`config.mk`:
```
export PLATFORM = sky130hd
export DESIGN_NAME = pipeline_scheduler
export DESIGN_NICKNAME = d
export VERILOG_FILES = /design/src/rtl/pipeline_scheduler.sv
export SDC_FILE = /design/constraint.sdc
export NUM_CORES = 1
export LEC_CHECK = 0
export BUFFER_PORTS_ARGS = -buffer_cell sky130_fd_sc_hd__buf_4
export CORE_MARGIN = 2
export CORE_UTILIZATION = 48
export DETAILED_ROUTE_END_ITERATION = 12
export PLACE_DENSITY = 0.78
export SLEW_MARGIN = 0
export SYNTH_ARGS = -nofsm -noshare
export SYNTH_HDL_FRONTEND = slang
export SYNTH_SLANG_ARGS = --single-unit
```
`constraint.sdc`:
```
create_clock -name iCLOCK -period 3.5 [get_ports iCLOCK]
set_clock_uncertainty 0.1 [all_clocks]
set_input_delay 0 -clock iCLOCK [delete_from_list [all_inputs] [get_ports iCLOCK]]
set_output_delay 0 -clock iCLOCK [all_outputs]
set_load 0.05 [all_outputs]
```
`src/rtl/pipeline_scheduler.sv`:
```
// Task/result scheduler for an interleaved multi-slot solver pipeline.
// Loads tasks into idle slots, collects scores into a credit-guarded result FIFO.
module pipeline_scheduler #(
  parameter int NSLOT  = 8,
  parameter int RDEPTH = 8,
  parameter int WARMUP = 8
) (
  input  logic             iCLOCK,
  input  logic             inRESET,
  input  logic             iFLUSH,
  input  logic             iTASK_VALID,
  output logic             oTASK_READY,
  input  logic [63:0]      iTASK_PLAYER,
  input  logic [63:0]      iTASK_OPPONENT,
  input  logic [7:0]       iTASK_TAG,
  output logic             oRES_VALID,
  input  logic             iRES_READY,
  output logic [7:0]       oRES_SCORE,
  output logic [7:0]       oRES_TAG,
  output logic             oPL_ENABLE,
  output logic             oPL_VALID,
  output logic [63:0]      oPL_PLAYER,
  output logic [63:0]      oPL_OPPONENT,
  input  logic             iPL_SOLVED,
  input  logic [7:0]       iPL_RES,
  input  logic [2:0]       iPL_SLOT,
  output logic [NSLOT-1:0] oBUSY,
  output logic [31:0]      oDONE_CNT,
  output logic [1:0]       oDBG_STATE
);

  localparam int CNT_W = $clog2(RDEPTH + 1);
  localparam int PTR_W = (RDEPTH > 1) ? $clog2(RDEPTH) : 1;
  localparam int SUM_W = $clog2(NSLOT + RDEPTH + 1);
  localparam int WCW   = (WARMUP > 1) ? $clog2(WARMUP) : 1;

  typedef enum logic [1:0] {S_OFF, S_WARM, S_RUN, S_FLUSH} state_t;

  state_t                  r_state, w_state_nxt;
  logic [WCW-1:0]          r_wcnt;
  logic                    w_wcnt_clr, w_wdone;
  logic [NSLOT-1:0]        r_busy;
  logic [7:0]              r_tag [NSLOT];
  logic [15:0]             r_fifo [RDEPTH];
  logic [PTR_W-1:0]        r_wptr, r_rptr;
  logic [CNT_W-1:0]        r_count;
  logic [31:0]             r_done_cnt;
  logic [SUM_W-1:0]        w_used;
  logic                    w_slot_busy, w_load, w_push, w_pop;

  function automatic logic [PTR_W-1:0] ptr_inc(input logic [PTR_W-1:0] p);
    return (p == PTR_W'(RDEPTH - 1)) ? '0 : p + 1'b1;
  endfunction

  // Handshakes: a task moves when iTASK_VALID & oTASK_READY (and no flush);
  // a result moves when oRES_VALID & iRES_READY. Neither side may retract.
  assign w_wdone = (r_wcnt == WCW'(WARMUP - 1));

  always_comb begin
    w_state_nxt = r_state;
    w_wcnt_clr  = 1'b0;
    if (iFLUSH) begin
      w_state_nxt = S_FLUSH;
      w_wcnt_clr  = 1'b1;
    end else begin
      case (r_state)
        S_OFF: begin
          w_state_nxt = S_WARM;
          w_wcnt_clr  = 1'b1;
        end
        S_WARM: if (w_wdone) w_state_nxt = S_RUN;
        S_FLUSH: if (w_wdone) begin
          w_state_nxt = S_WARM;
          w_wcnt_clr  = 1'b1;
        end
        default: ;
      endcase
    end
  end

  always_ff @(posedge iCLOCK or negedge inRESET) begin
    if (!inRESET) begin
      r_state <= S_OFF;
      r_wcnt  <= '0;
    end else begin
      r_state <= w_state_nxt;
      r_wcnt  <= w_wcnt_clr ? '0 : r_wcnt + 1'b1;
    end
  end

  // Busy solvers plus queued results must never exceed FIFO capacity.
  always_comb begin
    w_used = SUM_W'(r_count);
    for (int i = 0; i < NSLOT; i++) w_used = w_used + SUM_W'(r_busy[i]);
  end

  assign w_slot_busy = r_busy[iPL_SLOT];
  assign oTASK_READY = (r_state == S_RUN) && !w_slot_busy && !iPL_SOLVED
                       && (w_used < SUM_W'(RDEPTH));
  assign w_load = iTASK_VALID & oTASK_READY & ~iFLUSH;
  assign w_push = (r_state == S_RUN) & iPL_SOLVED & w_slot_busy & ~iFLUSH;
  assign w_pop  = oRES_VALID & iRES_READY;

  always_ff @(posedge iCLOCK or negedge inRESET) begin
    if (!inRESET) begin
      r_busy <= '0;
      for (int i = 0; i < NSLOT; i++) r_tag[i] <= '0;
    end else if (iFLUSH) begin
      r_busy <= '0;
    end else begin
      if (w_push) r_busy[iPL_SLOT] <= 1'b0;
      if (w_load) begin
        r_busy[iPL_SLOT] <= 1'b1;
        r_tag[iPL_SLOT]  <= iTASK_TAG;
      end
    end
  end

  always_ff @(posedge iCLOCK or negedge inRESET) begin
    if (!inRESET) begin
      r_wptr  <= '0;
      r_rptr  <= '0;
      r_count <= '0;
    end else if (iFLUSH) begin
      r_wptr  <= '0;
      r_rptr  <= '0;
      r_count <= '0;
    end else begin
      if (w_push) r_wptr <= ptr_inc(r_wptr);
      if (w_pop)  r_rptr <= ptr_inc(r_rptr);
      case ({w_push, w_pop})
        2'b10:   r_count <= r_count + 1'b1;
        2'b01:   r_count <= r_count - 1'b1;
        default: ;
      endcase
    end
  end

  always_ff @(posedge iCLOCK) begin
    if (w_push) r_fifo[r_wptr] <= {iPL_RES, r_tag[iPL_SLOT]};
  end

  // Completed-task count survives flushes; only reset clears it.
  always_ff @(posedge iCLOCK or negedge inRESET) begin
    if (!inRESET)   r_done_cnt <= '0;
    else if (w_pop) r_done_cnt <= r_done_cnt + 32'd1;
  end

  assign oRES_VALID   = (r_count != '0);
  assign oRES_SCORE   = oRES_VALID ? r_fifo[r_rptr][15:8] : 8'd0;
  assign oRES_TAG     = oRES_VALID ? r_fifo[r_rptr][7:0] : 8'd0;
  assign oPL_ENABLE   = (r_state == S_WARM) || (r_state == S_RUN);
  assign oPL_VALID    = w_load;
  assign oPL_PLAYER   = w_load ? iTASK_PLAYER : 64'd0;
  assign oPL_OPPONENT = w_load ? iTASK_OPPONENT : 64'd0;
  assign oBUSY        = r_busy;
  assign oDONE_CNT    = r_done_cnt;
  assign oDBG_STATE   = r_state;

  no_push_when_full: assert property (@(posedge iCLOCK) disable iff (!inRESET)
    !(w_push && !w_pop && (r_count == CNT_W'(RDEPTH))));

endmodule
```
==> results of run 1 <==
## sequential cells by signal, indices dropped and copies added (netlist names)
signal,count
r_rptr,3
oDBG_STATE,2
r_fifo,128
oBUSY,8
r_wcnt,3
r_count,4
r_tag,64
r_wptr,3
oDONE_CNT,32
## worst max-delay path: stages (launching register included)
cell and delay [ns]:
dfrtp_2 0.41, fa_1 0.54, inv_1 0.05, fa_1 0.45
fa_1 0.51, inv_2 0.05, ha_4 0.20, a211oi_2 0.19
nor2_2 0.08, nor4b_4 0.25, buf_6 0.22, buf_4 0.15
buf_16 0.14, and3_4 0.20, buf_8 0.15
## per-layer routing
metal	share of wire	routed length [um]
met5	0	0
met4	0.028	1100
met3	0.068	2700
met2	0.49	19300
met1	0.42	16400
## cells in the final DEF (no fill, tap or decap), types with 12 or more instances in the layout
| cell type | netlist | routed |
|---|---|---|
| buf_4 | 1 | 259 |
| nand3_4 | 7 | 12 |
| xnor2_1 | 19 | 19 |
| clkbuf_16 | 0 | 29 |
| a21oi_1 | 17 | 17 |
| nand4_1 | 12 | 12 |
| and3_2 | 0 | 56 |
| edfxtp_1 | 128 | 128 |
| dfrtp_1 | 119 | 110 |
| xor2_1 | 13 | 13 |
| inv_1 | 19 | 18 |
| buf_8 | 0 | 64 |
| mux2_2 | 64 | 64 |
| nand2_1 | 37 | 35 |
| dlygate4sd3_1 | 0 | 26 |
| o21ai_0 | 13 | 13 |
| nor2_1 | 54 | 53 |
| buf_6 | 3 | 62 |
| mux4_2 | 34 | 34 |
| and3_4 | 0 | 72 |
| nand3_1 | 14 | 14 |
| ha_1 | 20 | 19 |
| mux2i_1 | 23 | 23 |
## worst max-delay path by stage
stage / endpoint / start / slack [ns]
3_3_place_gp: oPL_OPPONENT[51] / oBUSY[1] / -0.39
3_5_place_dp: oPL_OPPONENT[51] / oBUSY[1] / -0.41
4_1_cts: oPL_OPPONENT[38] / oBUSY[1] / -0.77
2_1_floorplan: oPL_OPPONENT[34] / oBUSY[1] / -0.38
6_report: oPL_OPPONENT[13] / oBUSY[1] / -0.74
5_1_grt: oPL_OPPONENT[13] / oBUSY[1] / -0.87
## power groups by stage
stage	sequential (mW)	combinational (mW)	clock, mW
floorplan	3.31	1.26	0
global placement	3.26	1.98	0
detailed placement	3.27	2.01	0
CTS	3.21	2.06	2.61
global route	3.22	2.19	2.73
finish	3.21	2.06	2.58
## per-stage QoR
stage / total power, mW / hold WS [ns] / instances / util
2_1_floorplan: 4.57 / -0.396 / 895 / -
3_3_place_gp: 5.24 / -0.0629 / 1538 / 0.635
3_5_place_dp: 5.28 / -0.0562 / 1538 / 0.635
4_1_cts: 7.88 / 0.139 / 1616 / 0.699
5_1_grt: 8.13 / 0.148 / 1633 / 0.726
6_report: 7.85 / 0.151 / 1633 / 0.726
## repair_timing
action / 4_1_cts / 5_1_grt
gates cloned: 3 / 10
pin swaps: 5 / 2
endpoints found under the setup margin: 199 / 199
endpoints found under the hold margin: 270 / 0
gates resized for setup: 95 / 114
buffers inserted: 4 / 6
hold buffers: 27 / 0
## final cells by class
| cell class | instances | area (um2) |
|---|---|---|
| Clock buffer | 32 | 702 |
| Clock inverter | 12 | 96.3 |
| Antenna cell | 1 | 2.50 |
| Inverter | 19 | 71.3 |
| Timing Repair Buffer | 423 | 4170 |
| Multi-Input combinational cell | 575 | 5480 |
| Tap cell | 324 | 405 |
| Fill cell | 1626 | 6710 |
| Sequential cell | 247 | 6830 |
## logic make-up (layout without fill, tap and decap cells)
kind of cell | Yosys count | after routing | synth area share
AND/OR/NAND/NOR | 314 | 319 | 0.154
flip-flops | 247 | 247 | 0.567
multiplexers | 131 | 131 | 0.155
buffers and inverters | 78 | 486 | 0.0309
AO/OA/AOI/OAI | 69 | 69 | 0.0428
XOR/XNOR | 32 | 32 | 0.0233
adder cells (fa/ha/maj) | 24 | 24 | 0.0274
other | 0 | 1 | 0
==> impl_metrics.toml, run 1 <==
[status]
status = "finished, violations left"
violations = "setup timing"

[critical_path]
endpoint_kind = "output port"
r2r_cells = 13
start_kind = "flip-flop"
crit_path_max_fanout = 16
crit_arrival_ns = 4.14
regToRegStartpoint = "oBUSY[1]"
rrSetupSlack_ns = -0.34
required_ns = 3.40
path_class = "reg2out"
r2r-end = "r_tag[61]"

[timing]
setup_viol = 199
rsz0062_at_grt = "true"
postLayoutSetupSlackWorst_ns = -0.738
post-route-period-util = 1.21
worst_pin_slew_ns = 1.05
fmax_ghz = 0.236
relSlewSlack = 0.301
tns_ns = -108.11
hold_viol = 0
slew_violations = 0
fin_crit_ns = 4.24

[final_layout]
layout-drive-gt1-share = 0.548
nNetsFinal = 1468
stdcell_area_um2 = 17800
area_growth_syn_to_layout_pct = 47.5

[cts]
cts_tree = "built"
cts_max_level = 1
cts_buffers = 25
clockRootBuffer = "clkbuf_16"
cts.clk_slew.worst_paths_ns = 0.06
clk_latency_ns = 0.53
clockBufferDepth = 3
clock-sinks = 247

[grt]
overflow = 0
antenna_found_initial = 1
grt_max_degree = 137
met3_usage = 0.0573
met1_usage = 0.395
grt_pass1_vias = 9450
grt_pass1_wl_um = 58200
grt_usage = 0.290
busiest_layer = "met2"
met2_usage = 0.481

[power]
p_int_mw = 5.37
p_sw_frac = 0.315
pwr-share-clk = 0.329
power_frac_seq = 0.409
p_comb_frac = 0.262
pwr_density_cell_nw_per_um2 = 442
power.switching_mw = 2.47
p_leak_nw = 7.83
ir_worst_vdd_uv = 454

[min_path]
hp-start = "iPL_RES[7]"
hold_end = "r_fifo[6][15]"
hold_path_depth = 2
min_path_type = "in2reg"

[synth]
syn-cell-area_um2 = 12000
synthCells = 895
synth_area_leader_cell = "edfxtp_1"
synth_ff_type = "edfxtp_1"
synth_seq_cells = 247
syn_nets = 1072
synth_most_common_cell = "and3_1"
yosys-top-cells-count = "and3_1, edfxtp_1, dfrtp_1"
yosysSeqAreaShare = 0.567
synth_top_cells_by_area = "edfxtp_1, dfrtp_1, and3_1, mux4_2, mux2_2"
synth_edf_count = 128
syn_avg_cell_area_um2 = 13.5
synth_cell_types = 65
synth.yosys.warnings = 0
ys_async_sr_fraction = 0.482
synth_top_cell_area_share = 0.319

[die]
die_x_um = 162
die_y_um = 162
start_util = 0.492
num_rows = 57
core_area_um2 = 24500
die-area_um2 = 26400
ios = 343

[placed_design]
detailed_place_hpwl_um = 26300
port_buffers = 342
pre_cts_ws_ns = -0.411
gp_congestion = 0.994
place_area_um2 = 15500

[routing]
via_per_inst = 5.81
drtIter0Drc = 718
drc_errors = 0
drt_wl_total_um = 39500
routedWlPerCell_um = 24.2
vias = 9491
antenna_left = 0
dr.pass1.iters = 5

[job]
maxCapViolCount = 0
Note: power is estimated with default switching activity, not from simulation.
==> inputs of run 2 (changes only) <==
--- a/config.mk
+++ b/config.mk
@@ -10,4 +10,5 @@
 export CORE_UTILIZATION = 48
 export DETAILED_ROUTE_END_ITERATION = 12
+export GPL_ROUTABILITY_DRIVEN = 0
 export PLACE_DENSITY = 0.78
 export SLEW_MARGIN = 0
==> constraint.sdc (replaced) <==
create_clock -name iCLOCK -period 3.5 [get_ports iCLOCK]
set_clock_uncertainty 0.1 [all_clocks]
set_input_delay 1.05 -clock iCLOCK [delete_from_list [all_inputs] [get_ports iCLOCK]]
set_output_delay 1.05 -clock iCLOCK [all_outputs]
set_load 0.05 [all_outputs]
==> impl_metrics.toml, run 2 (same netlist as run 1, synthesis figures left out) <==
[final_layout]
fillCellCount = 1529
largest_register_ffs = 128
layout-drive-gt1-share = 0.576
nNetsFinal = 1495
final_common_cell = "buf_4"
seq_area_um2 = 6830
area_growth_syn_to_layout_pct = 51.0
diodes = 0
layout_common_cells = "buf_4, edfxtp_1, dfrtp_1"
multi_input_area_um2 = 5490
regMostFlops = "r_fifo"

[critical_path]
critPathSlowestCell = "fa_1"
crit_path_max_fanout = 12
r2r-end = "r_tag[62]"
regToRegStartpoint = "oBUSY[1]"
r2r_cells = 15
max_stage_delay_ns = 0.53
required_ns = 2.35
worstPathCellList = "fa_1 > inv_1 > fa_1 > fa_1 > inv_2 > ha_4 > a211oi_2 > nor2_2 > nor4b_4 > buf_4 > buf_12 > buf_4 > and3_4 > buf_8"
rrSetupSlack_ns = -0.72
endpoint_kind = "output port"
critical_path.startpoint = "oBUSY[1]"
path_class = "reg2out"
cp_common_cell = "fa_1"
crit_arrival_ns = 4.20
start_kind = "flip-flop"

[routing]
drtIter0Drc = 863
dr.pass1.iters = 5
antenna_left = 0
routedWlPerCell_um = 23.9
drt_wl_total_um = 39700
vias = 9543
via_per_inst = 5.75
drc_errors = 0

[placed_design]
detailed_place_hpwl_um = 27300
port_buffers = 342
pre_cts_ws_ns = -1.34

[timing]
post-route-period-util = 1.53
postLayoutSetupSlackWorst_ns = -1.85
relSlewSlack = 0.407
worst_pin_slew_ns = 0.881
fin_crit_ns = 5.35
rsz0062_at_grt = "true"
fmax_ghz = 0.187
slew_violations = 0
setup_viol = 199
whs_ns = 0.341
hold_viol = 0

[die]
die_y_um = 162
die_x_um = 162
start_util = 0.492
ios = 343
die-area_um2 = 26400
core_area_um2 = 24500
num_rows = 57

[grt]
antenna_found_initial = 0
grt_pass1_vias = 9559
grt_pass1_wl_um = 57300
grt_usage = 0.286
grt_max_degree = 43
overflow = 0

[cts]
clockRootBuffer = "clkbuf_16"
clock-sinks = 247
cts_buffers = 25
hold_buffers = 0
clk_latency_ns = 0.54
cts.clk_slew.worst_paths_ns = 0.06
cts_tree = "built"
cts_max_level = 1
clockBufferDepth = 3

[min_path]
min_path_type = "reg2reg"
hold_end = "r_wcnt[0]"
hp-start = "r_wcnt[0]"
hold_path_depth = 1

[job]
maxCapViolCount = 0

[power]
p_leak_nw = 8.07
pwr_density_cell_nw_per_um2 = 443
ir_worst_vdd_uv = 468

[status]
violations = "setup timing"
status = "finished, violations left"
-- run 2: worst max-delay path: cells and delay by family, from the launching register on --
family          cells  cell delay [ns]
fa+ha+maj           4             1.71
flops               1             0.42
compound gates      1             0.24
simple gates        3             0.56
buf+inv             6             0.73
-- run 2: final cells by class --
cell class | instances | share of cell area
Tap cell | 324 | 0.0223
Timing Repair Buffer | 451 | 0.251
Sequential cell | 247 | 0.376
Clock inverter | 9 | 0.00626
Multi-Input combinational cell | 574 | 0.302
Clock buffer | 37 | 0.0386
Inverter | 19 | 0.00392
-- run 2: through the flow --
stage          power (mW)  cells   util  setup TNS (ns)  instance area, um2
2_1_floorplan        4.59    895      -         -197.52               12500
4_1_cts              8.04   1632  0.718         -279.20               17600
3_5_place_dp         5.43   1583  0.654         -215.59               16000
3_3_place_gp         5.38   1583  0.654         -201.41               16000
5_1_grt              8.33   1661  0.743         -295.30               18200
6_report             8.05   1661  0.743         -276.72               18200
-- run 2: power breakdown --
group,internal [mW],switching (mW),total [mW]
registers,3.12,0.0594,3.18
clock network,1.54,1.09,2.63
logic,0.890,1.35,2.24
total,5.55,2.50,8.05
-- run 2: how the worst max path moves through the flow --
stage	slack (ns)	cells after the start	to
2_1_floorplan	-1.41	13	oPL_OPPONENT[14]
3_3_place_gp	-1.27	13	oPL_PLAYER[60]
4_1_cts	-1.86	14	oPL_PLAYER[60]
6_report	-1.85	14	oPL_PLAYER[55]
5_1_grt	-1.94	14	oPL_PLAYER[55]
3_5_place_dp	-1.34	13	oPL_PLAYER[60]
-- run 2: repair_timing --
action / CTS / global route
gates cloned: 1 / 10
resized for setup: 191 / 79
buffers inserted: 2 / 21
pin swaps: 5 / 29
endpoints found under the setup margin: 210 / 212
-- run 2: per-layer routing --
metal / routed length [um] / GRT usage
met1: 16500 / 0.388
met2: 19300 / 0.467
met3: 2770 / 0.0657
met4: 1180 / 0.0800
met5: 0 / 0
